<file path="src/rtl/midi_rx_parser_if.sv">
// Message bus from the MIDI IN front end to midi_ctrl.
// The receiver/parser drives it (master); midi_ctrl observes it (slave).
interface midi_rx_parser_if;
  logic       cmd_completed;
  logic       cmd_strobe;
  logic [7:0] status;
  logic [7:0] data1;
  logic [7:0] data2;
  logic [1:0] bytes_cnt;
  logic       frame_err;

  modport master (
    output cmd_completed, cmd_strobe, status, data1, data2, bytes_cnt, frame_err
  );

  modport slave (
    input cmd_completed, cmd_strobe, status, data1, data2, bytes_cnt, frame_err
  );
endinterface

</file>
<file path="src/rtl/midi_rx_parser.sv">
// MIDI IN front end: 8N1 UART receiver (31250 baud at the default divider) feeding a
// MIDI message parser with running status. Holds the last complete message for midi_ctrl.
module midi_rx_parser #(
  parameter int unsigned BAUD_CNT_HALF = 1600
) (
  input  logic              clk,
  input  logic              rst,
  input  logic              midi_rx,
  midi_rx_parser_if.master  msg
);

  localparam int unsigned CntW = $clog2(2 * BAUD_CNT_HALF);
  localparam logic [CntW-1:0] HalfLast = CntW'(BAUD_CNT_HALF - 1);
  localparam logic [CntW-1:0] FullLast = CntW'(2 * BAUD_CNT_HALF - 1);

  typedef enum logic [2:0] {StIdle, StStart, StData, StStop, StWaitHigh} rx_state_e;
  typedef enum logic [1:0] {PsIdle, PsWait1, PsWait2, PsSysex} ps_state_e;

  // Synchronizer and edge-detect delay
  logic sync1_q, sync2_q, sync3_q;

  // Receiver state
  rx_state_e     rx_state_q;
  logic [CntW-1:0] cnt_q;
  logic [2:0]    bit_idx_q;
  logic [7:0]    shift_q;
  logic          frame_err_q;

  // Parser state and held message
  ps_state_e  ps_q;
  logic [7:0] cur_q;
  logic       need2_q;
  logic [7:0] d1_q;
  logic       completed_q;
  logic       strobe_q;
  logic [7:0] status_q;
  logic [7:0] data1_q;
  logic [7:0] data2_q;
  logic [1:0] bytes_cnt_q;

  logic       fall;
  logic       byte_valid;
  logic [7:0] rx_byte;

  assign fall       = sync3_q & ~sync2_q;
  // Good stop sample: the parser consumes the byte on this edge so the message
  // registers change one cycle after the stop sample.
  assign byte_valid = (rx_state_q == StStop) && (cnt_q == FullLast) && sync2_q;
  assign rx_byte    = shift_q;

  // Two-flop synchronizer plus one delay flop for falling-edge detection
  always_ff @(posedge clk or negedge rst) begin
    if (!rst) begin
      sync1_q <= 1'b1;
      sync2_q <= 1'b1;
      sync3_q <= 1'b1;
    end else begin
      sync1_q <= midi_rx;
      sync2_q <= sync1_q;
      sync3_q <= sync2_q;
    end
  end

  // Receiver FSM: start-bit qualify at half bit, then sample mid-bit every full bit
  always_ff @(posedge clk or negedge rst) begin
    if (!rst) begin
      rx_state_q  <= StIdle;
      cnt_q       <= '0;
      bit_idx_q   <= '0;
      shift_q     <= '0;
      frame_err_q <= 1'b0;
    end else begin
      frame_err_q <= 1'b0;
      unique case (rx_state_q)
        StIdle: begin
          if (fall) begin
            rx_state_q <= StStart;
            cnt_q      <= '0;
          end
        end
        StStart: begin
          if (cnt_q == HalfLast) begin
            cnt_q      <= '0;
            bit_idx_q  <= '0;
            // High at mid start bit is a glitch: silently back to idle
            rx_state_q <= sync2_q ? StIdle : StData;
          end else begin
            cnt_q <= cnt_q + 1'b1;
          end
        end
        StData: begin
          if (cnt_q == FullLast) begin
            cnt_q   <= '0;
            shift_q <= {sync2_q, shift_q[7:1]};
            if (bit_idx_q == 3'd7) begin
              rx_state_q <= StStop;
            end else begin
              bit_idx_q <= bit_idx_q + 1'b1;
            end
          end else begin
            cnt_q <= cnt_q + 1'b1;
          end
        end
        StStop: begin
          if (cnt_q == FullLast) begin
            cnt_q <= '0;
            if (sync2_q) begin
              rx_state_q <= StIdle;
            end else begin
              frame_err_q <= 1'b1;
              rx_state_q  <= StWaitHigh;
            end
          end else begin
            cnt_q <= cnt_q + 1'b1;
          end
        end
        StWaitHigh: begin
          if (sync2_q) rx_state_q <= StIdle;
        end
        default: rx_state_q <= StIdle;
      endcase
    end
  end

  // Message parser: running status lives in PsWait1 with cur_q holding a channel status
  always_ff @(posedge clk or negedge rst) begin
    if (!rst) begin
      ps_q        <= PsIdle;
      cur_q       <= '0;
      need2_q     <= 1'b0;
      d1_q        <= '0;
      completed_q <= 1'b0;
      strobe_q    <= 1'b0;
      status_q    <= '0;
      data1_q     <= '0;
      data2_q     <= '0;
      bytes_cnt_q <= '0;
    end else begin
      strobe_q <= 1'b0;
      // Realtime bytes (F8..FF) are invisible to the parser
      if (byte_valid && (rx_byte < 8'hF8)) begin
        completed_q <= 1'b0;
        if (rx_byte[7]) begin
          cur_q <= rx_byte;
          if (rx_byte < 8'hF0) begin
            need2_q <= !((rx_byte[7:4] == 4'hC) || (rx_byte[7:4] == 4'hD));
            ps_q    <= PsWait1;
          end else begin
            case (rx_byte[3:0])
              4'h0: ps_q <= PsSysex;
              4'h1, 4'h3: begin
                need2_q <= 1'b0;
                ps_q    <= PsWait1;
              end
              4'h2: begin
                need2_q <= 1'b1;
                ps_q    <= PsWait1;
              end
              4'h6: begin
                status_q    <= rx_byte;
                data1_q     <= '0;
                data2_q     <= '0;
                bytes_cnt_q <= 2'd1;
                strobe_q    <= 1'b1;
                completed_q <= 1'b1;
                ps_q        <= PsIdle;
              end
              default: ps_q <= PsIdle;
            endcase
          end
        end else begin
          case (ps_q)
            PsWait1: begin
              if (need2_q) begin
                d1_q <= rx_byte;
                ps_q <= PsWait2;
              end else begin
                status_q    <= cur_q;
                data1_q     <= rx_byte;
                data2_q     <= '0;
                bytes_cnt_q <= 2'd2;
                strobe_q    <= 1'b1;
                completed_q <= 1'b1;
                // Channel messages keep running status; system common ones do not
                ps_q        <= (cur_q[7:4] != 4'hF) ? PsWait1 : PsIdle;
              end
            end
            PsWait2: begin
              status_q    <= cur_q;
              data1_q     <= d1_q;
              data2_q     <= rx_byte;
              bytes_cnt_q <= 2'd3;
              strobe_q    <= 1'b1;
              completed_q <= 1'b1;
              ps_q        <= (cur_q[7:4] != 4'hF) ? PsWait1 : PsIdle;
            end
            default: ;
          endcase
        end
      end
    end
  end

  assign msg.cmd_completed = completed_q;
  assign msg.cmd_strobe    = strobe_q;
  assign msg.status        = status_q;
  assign msg.data1         = data1_q;
  assign msg.data2         = data2_q;
  assign msg.bytes_cnt     = bytes_cnt_q;
  assign msg.frame_err     = frame_err_q;

endmodule

</file>
<file path="src/flat_wrapper.sv">
// flat-port wrapper written by rule: the top's interface ports become plain ports
module midi_rx_parser_flat 
#(
  parameter int unsigned BAUD_CNT_HALF = 1600
)
  (clk, rst, midi_rx, msg_cmd_completed, msg_cmd_strobe, msg_status, msg_data1, msg_data2, msg_bytes_cnt, msg_frame_err);
  midi_rx_parser_if msg_i ();
  input  logic clk;
  input  logic rst;
  input  logic midi_rx;
  output wire logic [$bits(msg_i.cmd_completed)-1:0] msg_cmd_completed;
  output wire logic [$bits(msg_i.cmd_strobe)-1:0] msg_cmd_strobe;
  output wire logic [$bits(msg_i.status)-1:0] msg_status;
  output wire logic [$bits(msg_i.data1)-1:0] msg_data1;
  output wire logic [$bits(msg_i.data2)-1:0] msg_data2;
  output wire logic [$bits(msg_i.bytes_cnt)-1:0] msg_bytes_cnt;
  output wire logic [$bits(msg_i.frame_err)-1:0] msg_frame_err;
  assign msg_cmd_completed = msg_i.cmd_completed;
  assign msg_cmd_strobe = msg_i.cmd_strobe;
  assign msg_status = msg_i.status;
  assign msg_data1 = msg_i.data1;
  assign msg_data2 = msg_i.data2;
  assign msg_bytes_cnt = msg_i.bytes_cnt;
  assign msg_frame_err = msg_i.frame_err;
  midi_rx_parser #(.BAUD_CNT_HALF(BAUD_CNT_HALF)) u_core (.clk(clk), .rst(rst), .midi_rx(midi_rx), .msg(msg_i));
endmodule
</file>
<file path="config.mk">
export PLATFORM = sky130hd
export DESIGN_NAME = midi_rx_parser_flat
export DESIGN_NICKNAME = d
export VERILOG_FILES = /design/src/rtl/midi_rx_parser_if.sv /design/src/rtl/midi_rx_parser.sv /design/src/flat_wrapper.sv
export SDC_FILE = /design/constraint.sdc
export NUM_CORES = 1
export LEC_CHECK = 0
export BUFFER_PORTS_ARGS = -buffer_cell sky130_fd_sc_hd__clkbuf_2
export CAP_MARGIN = 10
export CELL_PAD_IN_SITES_DETAIL_PLACEMENT = 1
export CELL_PAD_IN_SITES_GLOBAL_PLACEMENT = 1
export CORE_MARGIN = 1.5
export CORE_UTILIZATION = 49
export CTS_BUF_LIST = sky130_fd_sc_hd__clkbuf_8
export DETAILED_ROUTE_END_ITERATION = 10
export GPL_ROUTABILITY_DRIVEN = 0
export GPL_TIMING_DRIVEN = 1
export HOLD_SLACK_MARGIN = 0.08
export PLACE_DENSITY_LB_ADDON = 0.1
export SLEW_MARGIN = 20
export SYNTH_ARGS = -nofsm -noshare
export SYNTH_HDL_FRONTEND = slang
export SYNTH_SLANG_ARGS = --single-unit
</file>
<file path="constraint.sdc">
create_clock -name clk -period 2.8 [get_ports clk]
set_input_delay 0.56 -clock clk [delete_from_list [all_inputs] [get_ports clk]]
set_output_delay 0.56 -clock clk [all_outputs]
set_load 0.01 [all_outputs]
</file>
Yosys cells after proc, flatten, opt, wreduce, memory -nomap -nowiden
Cells that the tools add are included.
- input bits: 3
- bits in registers: 76
- output and inout port bits: 29
- word-level logic and storage cells: 126
- $add $sub $neg: 2
- equal/unequal tests: 26
- order comparisons: 2
- bitwise gates (word level): 3
- reduce and logical (&&, ||, !) cells: 23
- multiplexer cells: 52
- operators by type and width (operator ; count):
    8-bit 2-to-1 mux ; 10
    8-bit one-hot mux with 2 select lines ; 3
    12-bit 2-to-1 mux ; 3
    12-bit one-hot mux with 3 select lines ; 1
    3-bit 2-to-1 mux ; 10
    8-bit less-than comparator (second input constant) ; 2
    2-bit 2-to-1 mux ; 8
    3-bit one-hot mux with 5 select lines ; 1
    12-bit by 1-bit adder with 12-bit output (second input constant) ; 1
    12-bit by 11-bit == test with 1-bit output (second input constant) ; 1
    12-bit == test (second input constant) ; 1
    2-bit one-hot mux with 2 select lines ; 3
    1-bit 2-to-1 mux ; 10
    2-bit by 1-bit != test with 1-bit output (second input constant) ; 5
    3-bit nonzero test ; 3
    4-bit by 2-bit == test with 1-bit output (second input constant) ; 2
    4-bit == test (second input constant) ; 2
    2-bit != test (second input constant) ; 4
    2-bit AND reduction ; 4
    4-bit AND reduction ; 2
    3-bit by 2-bit == test with 1-bit output (second input constant) ; 2
    3-bit == test (second input constant) ; 2
    3-bit one-hot mux with 2 select lines ; 1
    6-bit AND reduction ; 1
    other kinds (21) ; 26

Longest topological paths before layout
- word-level depth: 5
- mapped depth: 8
- depth with buffers taken out: 6

Worst setup path after synthesis
Ideal clock, no wire load.
- path type: register to register
- start point: register u_core.cnt_q[7]
- end point: register u_core.bytes_cnt_q[1], in the netlist u_core.msg.bytes_cnt[1]
- setup slack: 0.437 ns
- library setup time: 0.127 ns
- path buffers: 2
- stages on the path, launching flop included: 8
- data arrival time: 2.235 ns
- path through: dfrtp_1 > or2_2 > or4_4 > nor3_4 > and3_1 > buf_4 > buf_12 > mux2_1
- longest elaborated chain between the ends: 5
- RTL lines (what ; line ; RTL):
    start: declaration ; midi_rx_parser.sv:24 ; logic [CntW-1:0] cnt_q;
    start signal: assignment ; midi_rx_parser.sv:88 ; cnt_q <= cnt_q + 1'b1;
    start signal: assignment ; midi_rx_parser.sv:101 ; cnt_q <= cnt_q + 1'b1;
    start signal: assignment ; midi_rx_parser.sv:114 ; cnt_q <= cnt_q + 1'b1;
    12-bit == test ; midi_rx_parser.sv:48 ; assign byte_valid = (rx_state_q == StStop) && (cnt_q == FullLast) && sync2_q;
    1-bit logical AND (2 in a row) ; midi_rx_parser.sv:48 ;
    1-bit logical AND ; midi_rx_parser.sv:141 ; if (byte_valid && (rx_byte < 8'hF8)) begin
    5-bit AND reduction (no line) ; - ;
    end signal: assignment ; midi_rx_parser.sv:137 ; bytes_cnt_q <= '0;
    end signal: assignment ; midi_rx_parser.sv:163 ; bytes_cnt_q <= 2'd1;
    end signal: assignment ; midi_rx_parser.sv:181 ; bytes_cnt_q <= 2'd2;
    end: declaration ; midi_rx_parser.sv:39 ; logic [1:0] bytes_cnt_q;
Every way passes these cells.
A chain may end at the register's enable or synchronous reset.

Worst setup path after layout
- start point: register u_core.cnt_q[0]
- end point: register u_core.data1_q[5], in the netlist u_core.msg.data1[5]
- longest elaborated chain between the ends: 5
- RTL lines (what ; line ; RTL):
    12-bit == test ; midi_rx_parser.sv:48 ;
    1-bit logical AND (2 in a row) ; midi_rx_parser.sv:48 ;
    1-bit logical AND ; midi_rx_parser.sv:141 ;
    5-bit AND reduction (no line) ; - ;
    end signal: assignment ; midi_rx_parser.sv:179 ; data1_q <= rx_byte;
    end signal: assignment ; midi_rx_parser.sv:190 ; data1_q <= d1_q;
    end: declaration ; midi_rx_parser.sv:37 ; logic [7:0] data1_q;
Every way passes these cells.

==> metrics <==
Mapped Area 3560 um^2; RR Startpoint u_core.cnt_q[0]; Die ar. approximately 8000 um^2; number of diodes 0; critical path required time 3020 ps; number of flops mapped to enable cells by yosys 0; TritonCTS clock tree built; most common cell in the netlist dfrtp_1; clock buffer depth 2; hold crit path type in -> async; Least-Margin Pin Slew 1010 ps; Reg area 1860 um^2; CP max-delay cell or4_4; Syn Area/Cell ~11 um^2; Starting Density around half; Crit path arrival time 2760 ps; Reg-to-Reg End u_core.msg.data1[5]; First-pass DRT Iterations 4; Ports 32; Core ar. 6910 um^2; first-pass GRT wire length about 13000 um; via count 2486; layout cells sized above 1 24.6%; kind of critical path reg -> reg; Crit. End Element flip-flop; PwrDens ~590 nW/um^2; CTS buffer count 9; top cells by count, synth dfrtp_1, nand2_1, mux2_2, mux2i_1, nor2_1; later-pin clock latency in the skew report roughly 340 ps; routed len/inst between 15 and 20 um; GRT overflow 0; setup TNS 0 ps; GRT Total Usage 22.1%; synth-to-layout area growth 11.8%; CTS sink count 74; Final Hold Viols 0; setup slack after layout approximately 260 ps; vias per cell roughly 5.5; HPWL after DPL approximately 5400 um; Main synth FF type dfrtp_1; outcome finished, final reports clean; VDD IR max around 0.00040 V; flops & latches, synth 74; drt first-iter violations 137; DRC Markers 0; minimum clock period around 2500 ps; # fillers between 700 and 800; Reg clk slew, reported paths approximately 80 ps; yosys warns 0; antenna violations before repair 0; Syn Inst Count 325; Rows 30; Startpoint Class flip-flop; dominant cells by area after synthesis dfrtp_1, mux2_2, mux2i_1; fin crit share between 90% and 100%; vias in the first global route between 2000 and 3000; Final nets ~360; post-route ant nets 0; CTS H-tree lvls 3; Post-CTS Setup Inserts 0; post-synth top area cell dfrtp_1; Die H between 80 and 90 um; hold_buf cts 0; Yosys cell types 47; Routed WL between 7000 and 8000 um; slowest stage delay, CP between 500 and 600 ps; Yosys top cell area share roughly half; Lkg Pwr about 1.9 nW; relative slew slack 32.6%; RSZ-0062 raised after global routing false; PnR Total Power approximately 0.0023 W; Synth async-reset ratio between 90% and 100%; Max Cap Viol 0; fmax 394 MHz; R2R Setup Slk between 200 and 300 ps; largest net degree at the start of global routing a little over 50; Worst Skew about 4.5 ps; Die Wd approximately 90 um; CP Max Fanout 24; post-synthesis sequential area ratio a little over half; multi-input logic area 1520 um^2; cell chain of the critical path ha_1, nand2_1, or4_4, nor3_4, and3_1, buf_12, mux2_1; reg2reg path depth 7; CTS Root Cell clkbuf_8; # resized after CTS 0; Max Slew Vio Count 0; Final Setup Violations 0; pre-CTS setup slack 248 ps; IO buf count 29
## worst max path at each step
stage / start / endpoint / slack [ps] / cells past startpoint
2_1_floorplan: u_core.cnt_q[7] / u_core.msg.bytes_cnt[1] / 440 / 7
3_3_place_gp: u_core.cnt_q[0] / u_core.msg.data1[3] / 330 / 7
3_5_place_dp: u_core.cnt_q[0] / u_core.msg.data1[5] / 250 / 7
4_1_cts: u_core.cnt_q[0] / u_core.msg.data1[5] / 230 / 7
5_1_grt: u_core.cnt_q[0] / u_core.msg.data1[5] / 120 / 7
6_report: u_core.cnt_q[0] / u_core.msg.data1[5] / 260 / 7
## placed cells by master (no fill, tap or decap), types with 9 or more instances in the layout
cell and n:
dfrtp_1 71, nand2_1 32, mux2_2 31, clkbuf_2 28
nor2_1 19, mux2i_1 19, inv_1 18, o21ai_0 15
a21oi_1 12, nand3_1 11, mux2_1 11, clkbuf_8 9
## routing by layer
layer	global-route usage, %	vias to the layer above	share of wire, %	wire length [um]
li1	-	1172	-	-
met1	26.5	1274	43	3290
met2	40.7	31	54	4170
met3	4.38	9	2.1	163
met4	5.26	0	1.1	84
met5	0	-	0	0
## sequential cells by signal (all words and copies together) (netlist names)
signal                    flops
u_core.msg.status             8
u_core.msg.cmd_strobe         1
u_core.sync1_q                1
u_core.msg.data1              7
u_core.d1_q                   7
u_core.rx_byte                8
u_core.msg.bytes_cnt          2
u_core.cur_q                  8
u_core.bit_idx_q              3
u_core.need2_q                1
u_core.cnt_q                 12
u_core.ps_q                   2
u_core.rx_state_q             3
u_core.sync2_q                1
u_core.msg.cmd_completed      1
u_core.msg.frame_err          1
u_core.sync3_q                1
u_core.msg.data2              7
## report_power, final
group	switching (W)	total, W	internal (W)	leakage, nW
Clock	0.000404	0.000905	0.000502	0.111
Combinational	0.000194	0.000287	0.0000933	0.774
Sequential	0.0000508	0.00116	0.00111	1.02
## cell families after synthesis
kind of cell	share of synthesized area [%]
flip-flops	52.1
multiplexers	18.6
other	0.105
buffers and inverters	5.23
AO/OA/AOI/OAI	7.38
XOR/XNOR	0.246
AND/OR/NAND/NOR	14.6
adder cells (fa/ha/maj)	1.76
## final cells by class
cell class	count	share of cell area [%]
sequential	74	46.6
multi-input combinational	214	38.3
inverter	17	1.60
clock inverter	7	2.36
timing repair buffer	33	5.03
clock buffer	9	3.11
tap	96	3.02
## per-stage QoR
| stage | hold WS [ps] | std cells | area [um^2] | util [%] |
|---|---|---|---|---|
| after floorplan | 264 | 326 | 3570 | - |
| after global placement | 346 | 434 | 3760 | 54.5 |
| after detailed placement | 348 | 434 | 3760 | 54.5 |
| after CTS | 241 | 450 | 3980 | 57.6 |
| after global routing | 254 | 450 | 3980 | 57.6 |
| final | 223 | 450 | 3980 | 57.6 |
## critical path: cells and delay by family (launching register included)
family	cells	cell delay (ps)
buffers and inverters	1	190
AND/OR/NAND/NOR	4	1230
flip-flops	1	400
adder cells (fa/ha/maj)	1	230
multiplexers	1	350
No activity file was read; power rests on OpenSTA's default activity.
